<file path="config.mk">
export PLATFORM = sky130hd
export DESIGN_NAME = sm2_fold_reduce
export DESIGN_NICKNAME = d
export VERILOG_FILES = /design/src/rtl/sm2_fold_reduce.sv
export SDC_FILE = /design/constraint.sdc
export NUM_CORES = 2
export LEC_CHECK = 0
export ABC_AREA = 0
export CAP_MARGIN = 20
export CORE_ASPECT_RATIO = 1.75
export CORE_MARGIN = 4
export CORE_UTILIZATION = 33
export CTS_CLUSTER_SIZE = 40
export DETAILED_ROUTE_END_ITERATION = 16
export GPL_ROUTABILITY_DRIVEN = 1
export GPL_TIMING_DRIVEN = 0
export PLACE_DENSITY = 0.48
export SLEW_MARGIN = 20
export SYNTH_ARGS = -nofsm -noshare
export SYNTH_HDL_FRONTEND = slang
export SYNTH_SLANG_ARGS = --single-unit
</file>
<file path="constraint.sdc">
create_clock -name clk -period 8.4 [get_ports clk]
set_input_delay 2.52 -clock clk [delete_from_list [all_inputs] [get_ports clk]]
set_output_delay 2.52 -clock clk [all_outputs]
set_load 0.01 [all_outputs]
</file>
<file path="src/rtl/sm2_fold_reduce.sv">
// SM2 prime-field reducer: folds carry bits above bit 255 back in via 2^256 mod p, then one conditional subtract of p.
// Latency 1..3 cycles (one per fold plus one for correction); one word in flight, in_ready low until output handshake.
// Optional stats counters (fold_cnt, corr_cnt) are built when SM2_FOLD_STATS_EN is defined.
module sm2_fold_reduce #(
    parameter int OVF_W = 6
) (
    input  logic                 clk,
    input  logic                 rst_n,
    input  logic                 in_valid,
    output logic                 in_ready,
    input  logic [256+OVF_W-1:0] in_data,
    output logic                 out_valid,
    input  logic                 out_ready,
    output logic [255:0]         out_data,
    output logic                 busy
`ifdef SM2_FOLD_STATS_EN
    ,
    output logic [15:0]          fold_cnt,
    output logic [15:0]          corr_cnt
`endif
);

    localparam int ACC_W = 256 + OVF_W;
    localparam logic [255:0] P =
        256'hFFFFFFFE_FFFFFFFF_FFFFFFFF_FFFFFFFF_FFFFFFFF_00000000_FFFFFFFF_FFFFFFFF;

    typedef enum logic [1:0] {IDLE, FOLD, OUT} state_t;

    state_t             state, state_nxt;
    logic [ACC_W-1:0]   acc;
    logic [OVF_W-1:0]   hi;
    logic [ACC_W-1:0]   hi_ext, hc, acc_fold;
    logic [256:0]       diff;
    logic               ge_p;
    logic [255:0]       red;
    logic               load, do_fold, finish;

    assign hi     = acc[ACC_W-1:256];
    assign hi_ext = ACC_W'(hi);
    // hi*C with C = 2^224 + 2^96 - 2^64 + 1, shift-add only
    assign hc       = (hi_ext << 224) + (hi_ext << 96) - (hi_ext << 64) + hi_ext;
    assign acc_fold = {{OVF_W{1'b0}}, acc[255:0]} + hc;

    assign diff = {1'b0, acc[255:0]} - {1'b0, P};
    assign ge_p = ~diff[256];
    assign red  = ge_p ? diff[255:0] : acc[255:0];

    always_ff @(posedge clk or negedge rst_n) begin
        if (!rst_n) state <= IDLE;
        else        state <= state_nxt;
    end

    always_comb begin
        state_nxt = state;
        in_ready  = 1'b0;
        out_valid = 1'b0;
        busy      = 1'b0;
        load      = 1'b0;
        do_fold   = 1'b0;
        finish    = 1'b0;
        case (state)
            IDLE: begin
                in_ready = 1'b1;
                if (in_valid) begin
                    load      = 1'b1;
                    state_nxt = FOLD;
                end
            end
            FOLD: begin
                busy = 1'b1;
                if (|hi) begin
                    do_fold = 1'b1;
                end else begin
                    finish    = 1'b1;
                    state_nxt = OUT;
                end
            end
            OUT: begin
                busy      = 1'b1;
                out_valid = 1'b1;
                if (out_ready) state_nxt = IDLE;
            end
            default: state_nxt = IDLE;
        endcase
    end

    always_ff @(posedge clk or negedge rst_n) begin
        if (!rst_n) begin
            acc      <= '0;
            out_data <= '0;
        end else begin
            if (load)         acc <= in_data;
            else if (do_fold) acc <= acc_fold;
            if (finish)       out_data <= red;
        end
    end

`ifdef SM2_FOLD_STATS_EN
    always_ff @(posedge clk or negedge rst_n) begin
        if (!rst_n) begin
            fold_cnt <= '0;
            corr_cnt <= '0;
        end else begin
            if (do_fold && fold_cnt != 16'hFFFF)         fold_cnt <= fold_cnt + 16'd1;
            if (finish && ge_p && corr_cnt != 16'hFFFF)  corr_cnt <= corr_cnt + 16'd1;
        end
    end
`endif

endmodule
</file>
# ---- Word-level counts from Yosys, hierarchy flattened
# Index checks and enable logic that the tools add are counted.
dict set report op_classes {
  addsub 5
  eq_ne 5
  muxes 16
  reduce_logical 5
}
# operator count
set ops {}
lappend ops {{$mux 262} 2}
lappend ops {{$add 257x233->258} 1}
lappend ops {{$sub 256x256->257 const B} 1}
lappend ops {{$mux 256} 1}
lappend ops {{$add 232x7->233} 1}
lappend ops {{$sub 231x70->232} 1}
lappend ops {{$add 230x102->231} 1}
lappend ops {{$mux 1} 9}
lappend ops {{$mux 2} 3}
lappend ops {{$ne 2x2->1 const B} 3}
lappend ops {{$pmux 2 s3} 1}
lappend ops {{$reduce_or 6->1} 1}
lappend ops {{$reduce_and 3->1} 1}
lappend ops {{$eq 2x1->1 const B} 1}
lappend ops {{$eq 2x2->1 const B} 1}
lappend ops {{$logic_not 2->1} 1}
lappend ops {{$reduce_bool 2->1} 1}
lappend ops {{$reduce_or 2->1} 1}
dict set report totals {
  ff_bits 520
  in_bits 266
  out_inout_bits 259
  word_cells 34
}

# ---- Longest topological paths before layout
dict set report logic_depth {
  depth_word 6
  mapped_depth 23
  mapped_depth_nobuf 22
}

# ---- Worst setup path after synthesis
# Ideal clock, no wire load.
dict set report synth_path {
  path_type {register to register}
  from {reg acc[260]}
  to {reg acc[256]}
  setup_ps 137
  t_arrival_ps 5609
  required_ps 8263
  slack_ps 2654
  path_stages_with_launch 22
  path_buffers 2
  synth_period_minus_slack_ps 5746
  path_cell_list {dfrtp_1 > clkbuf_1 > nor4_1 > nand2_1 > nor2_1 > clkbuf_1 > a21o_1 > ha_1 > ha_1 > a21oi_1 > o21ai_0 > a21oi_1 > a21oi_1 > a311o_1 > a311oi_1 > a2111oi_4 > o21ai_2 > o21ai_2 > a21oi_2 > o211ai_1 > mux2i_1 > o311ai_1}
}
dict set report synth_between {
  elab_chain_cells 6
  elab_cells_between_ends 10
  classes_between {add/sub (4); mux (4); reduce/logical (2)}
}
# element line
set synth_rtl {}
lappend synth_rtl {{start, declared} 30} ;# logic [ACC_W-1:0] acc;
lappend synth_rtl {{start signal, assigned} 92} ;# if (load) acc <= in_data;
lappend synth_rtl {{start signal, assigned} 93} ;# else if (do_fold) acc <= acc_fold;
lappend synth_rtl {{$add 230x102->231} 41} ;# assign hc = (hi_ext << 224) + (hi_ext << 96) - (hi_ext << 64) + hi_ext;
lappend synth_rtl {{$sub 231x70->232} 41}
lappend synth_rtl {{$add 232x7->233} 41}
lappend synth_rtl {{$add 257x233->258} 42} ;# assign acc_fold = {{OVF_W{1'b0}}, acc[255:0]} + hc;
lappend synth_rtl {{$mux 262} 93}
lappend synth_rtl {{$mux 262} 92}
# Parallel ways exist; a longest one is shown, timed or not. The select of a mux whose other input is x is not followed.
# A chain may end at the register's enable or synchronous reset.

# ---- Final worst setup path
dict set report layout_path {
  from {reg acc[256]}
  to {reg acc[247]}
}
# Same word-level chain as after synthesis.

==> flow_summary.json <==
{
  "synth_fa_ha_area_frac": 0.0831,
  "holdCritPathClass": "reg -> reg",
  "finalCritPeriodShare": 0.983,
  "cts_setup_buffers": 0,
  "setup-violations-final": 0,
  "synth_top_family_by_area": "simple AND/OR/NAND/NOR gates",
  "syn_avg_cell_area_um2": 7.52,
  "synth_compound_area_frac": 0.223,
  "critical_path.startpoint_type": "register",
  "io_buffers": 524,
  "dp_slack_ns": -0.687,
  "die-area_um2": 139000,
  "rr_startpoint": "acc[256]",
  "crit_arrival_ns": 8.87,
  "hp-start": "out_data[89]",
  "fin_util": 0.409,
  "regArea_um2": 13000,
  "layout.nets": 7050,
  "syn_area_um2": 43800,
  "fillers": 14200,
  "finalHoldViolCount": 0,
  "tightest_slew_ns": 1.29,
  "cts.clk_slew.worst_paths_ns": 0.07,
  "synth_mux_area_frac": 0.00186,
  "slew_violations": 0,
  "grt_pass1_wl_mm": 363,
  "timing.hold.ws_ns": 0.477,
  "total_power_mw": 26.2,
  "syn2layout_area_growth_pct": 23.2,
  "hold_buffers": 0,
  "cts_buffers": 56,
  "hpwlAfterDp_mm": 220,
  "seq_area_frac_synth": 0.297,
  "die_y_um": 490,
  "synth_edf_count": 0,
  "synth-xor-area-share": 0.108,
  "ys_seq_elements": 520,
  "cts_resized": 2,
  "track_usage": 0.365,
  "cp-end-kind": "register",
  "yosysUniqueCellTypes": 94,
  "cts_root_buf": "clkbuf_16",
  "clk_latency_ns": 0.71,
  "wirelength_mm": 263,
  "cts_max_path_buffers": 3,
  "rows": 176,
  "multi_input_area_um2": 29300,
  "tritoncts": "done",
  "gp_congestion": 0.991,
  "start_util": 0.332,
  "fin_worst_skew_ns": 0.0280,
  "finalCriticalPeriod_ns": 8.26,
  "coreArea_um2": 132000,
  "wl_per_cell_um": 31.9,
  "final_cells": 8236,
  "cap_viol_max_count": 0,
  "drive_above_1_share": 0.0417,
  "place_area_um2": 51900,
  "critPathMaxFanout": 12,
  "synthArstFlopShare": 1.00,
  "htree_levels": 2,
  "drt_first_pass_iters": 7,
  "first_global_vias": 48600,
  "fmax_ghz": 0.121,
  "path_class": "reg -> reg",
  "ios": 525,
  "worstHoldPathCells": 2,
  "detail-route-antenna-nets": 0,
  "cts_sinks": 520,
  "rsz0062_at_grt": "no",
  "r2r_cells": 23,
  "synth-main-ff-cell": "dfrtp_1",
  "synthSimpleGateAreaFrac": 0.245,
  "dp_cells": 8126,
  "critical_path_required_ns": 9.01,
  "synthCells": 5818,
  "final_cell_area_um2": 53900,
  "crit_start": "acc[256]",
  "power.leakage_nw": 21.6,
  "yosysWarnings": 0,
  "vdd_drop_max_v": 0.000207,
  "grt_start_max_net_pins": 88,
  "power_density_nw_per_um2": 486,
  "viasPerCell": 5.73,
  "grt_remaining_overflow": 0,
  "drc_errors": 0,
  "fin_ws_ns": 0.141,
  "outcome": "complete, no violations",
  "fin_setup_tns_ns": 0,
  "antenna_found_initial": 15,
  "via_count": 47200,
  "slew-limit-headroom": 0.141,
  "first_iter_violations": 3381,
  "dieWidth_um": 283
}
## synthesized netlist by cell type (23+ instances only)
library cell | number | area (um2)
nor4_1 | 60 | 375
o21a_1 | 27 | 203
xnor2_1 | 314 | 2750
nor2_1 | 538 | 2020
a31oi_1 | 54 | 338
and2_1 | 84 | 526
a21o_1 | 125 | 938
and3_1 | 71 | 444
nor3_1 | 131 | 656
nand4_1 | 183 | 1140
nand2_1 | 925 | 3470
o21ai_0 | 641 | 3210
dfrtp_1 | 520 | 13000
and4_1 | 23 | 201
xor2_1 | 225 | 1970
inv_1 | 86 | 323
o21bai_1 | 69 | 518
or3_1 | 59 | 369
clkbuf_1 | 345 | 1290
a21oi_1 | 567 | 2840
nand3_1 | 132 | 661
ha_1 | 289 | 3620
## placed cells by master (no fill, tap or decap), types with 25 or more instances in the layout
cell type        Yosys  routed
a21o_1             125     125
a21oi_1            567     566
a31oi_1             54      54
and2_1              84      84
and3_1              71      71
buf_2               22      27
clkbuf_1           345     339
clkbuf_16            0      56
clkbuf_2             9      25
clkdlybuf4s50_1      0     523
conb_1               1      72
dfrtp_1            520     520
ha_1               289     289
inv_1               86      86
nand2_1            925     924
nand3_1            132     132
nand4_1            183     183
nor2_1             538     535
nor3_1             131     127
nor4_1              60      49
o21a_1              27      27
o21ai_0            641     641
o21bai_1            69      69
or3_1               59      59
xnor2_1            314     314
xor2_1             225     225
## cell families after synthesis
family | Yosys count
AND/OR/NAND/NOR | 2306
AO/OA/AOI/OAI | 1675
XOR/XNOR | 539
flip-flops | 520
buffers and inverters | 479
adder cells (fa/ha/maj) | 290
multiplexers | 8
other | 1
## layout make-up
type | instances | share of cell area
antenna | 4 | 0.000186
buffer | 393 | 0.0288
clock inverter | 32 | 0.00754
timing repair buffer | 547 | 0.105
inverter | 86 | 0.00599
tap | 1691 | 0.0392
clock buffer | 73 | 0.0283
multi-input combinational | 4890 | 0.544
sequential | 520 | 0.241
## state kept, by name, summed over array words and instances (netlist names)
name,flops
out_data,256
state,2
acc,262
## where the power goes
part / total [mW] / switching [mW] / leakage (nW) / internal (mW)
Clock: 2.78 / 1.27 / 0.943 / 1.51
Sequential: 5.05 / 1.33 / 6.47 / 3.72
Combinational: 18.4 / 12.1 / 14.2 / 6.28
Total: 26.2 / 14.7 / 21.6 / 11.5
## routing by layer
metal  vias up  global-route usage  wire length, um
met5         -                   0               43
met4         6               0.298            26900
met3       689              0.0477            11400
met2      1771               0.680           134000
met1     22900               0.361            90300
li1      21800                   -                -
## worst max-delay path, stage by stage (launching register included)
cell and delay, ns:
dfrtp_1 0.51, inv_1 0.26, ha_1 0.26, clkbuf_1 0.22
nand3b_1 0.47, inv_1 0.59, clkbuf_1 0.50, buf_2 0.26
buf_12 0.22, xnor2_1 0.10, ha_1 0.44, nand4_1 0.22
nor4_1 0.45, nand3_1 0.26, a31oi_1 0.44, a211oi_1 0.25
a2111oi_2 0.66, o21ai_1 0.37, a21oi_2 0.45, a31oi_1 0.32
o21a_1 0.37, o21ai_1 0.23, o41ai_1 0.09, a41oi_1 0.19
## worst paths after layout
| check | end | slack, ns |
|---|---|---|
| max in group asynchronous | acc[158] | 5.24 |
| min in group asynchronous | out_data[48] | 1.77 |
| worst max register to register | acc[247] | 0.14 |
| worst min register to register | out_data[89] | 0.48 |
| worst min-delay path | out_data[89] | 0.48 |
| worst max-delay path | acc[247] | 0.14 |
No activity file was read; power rests on OpenSTA's default activity.
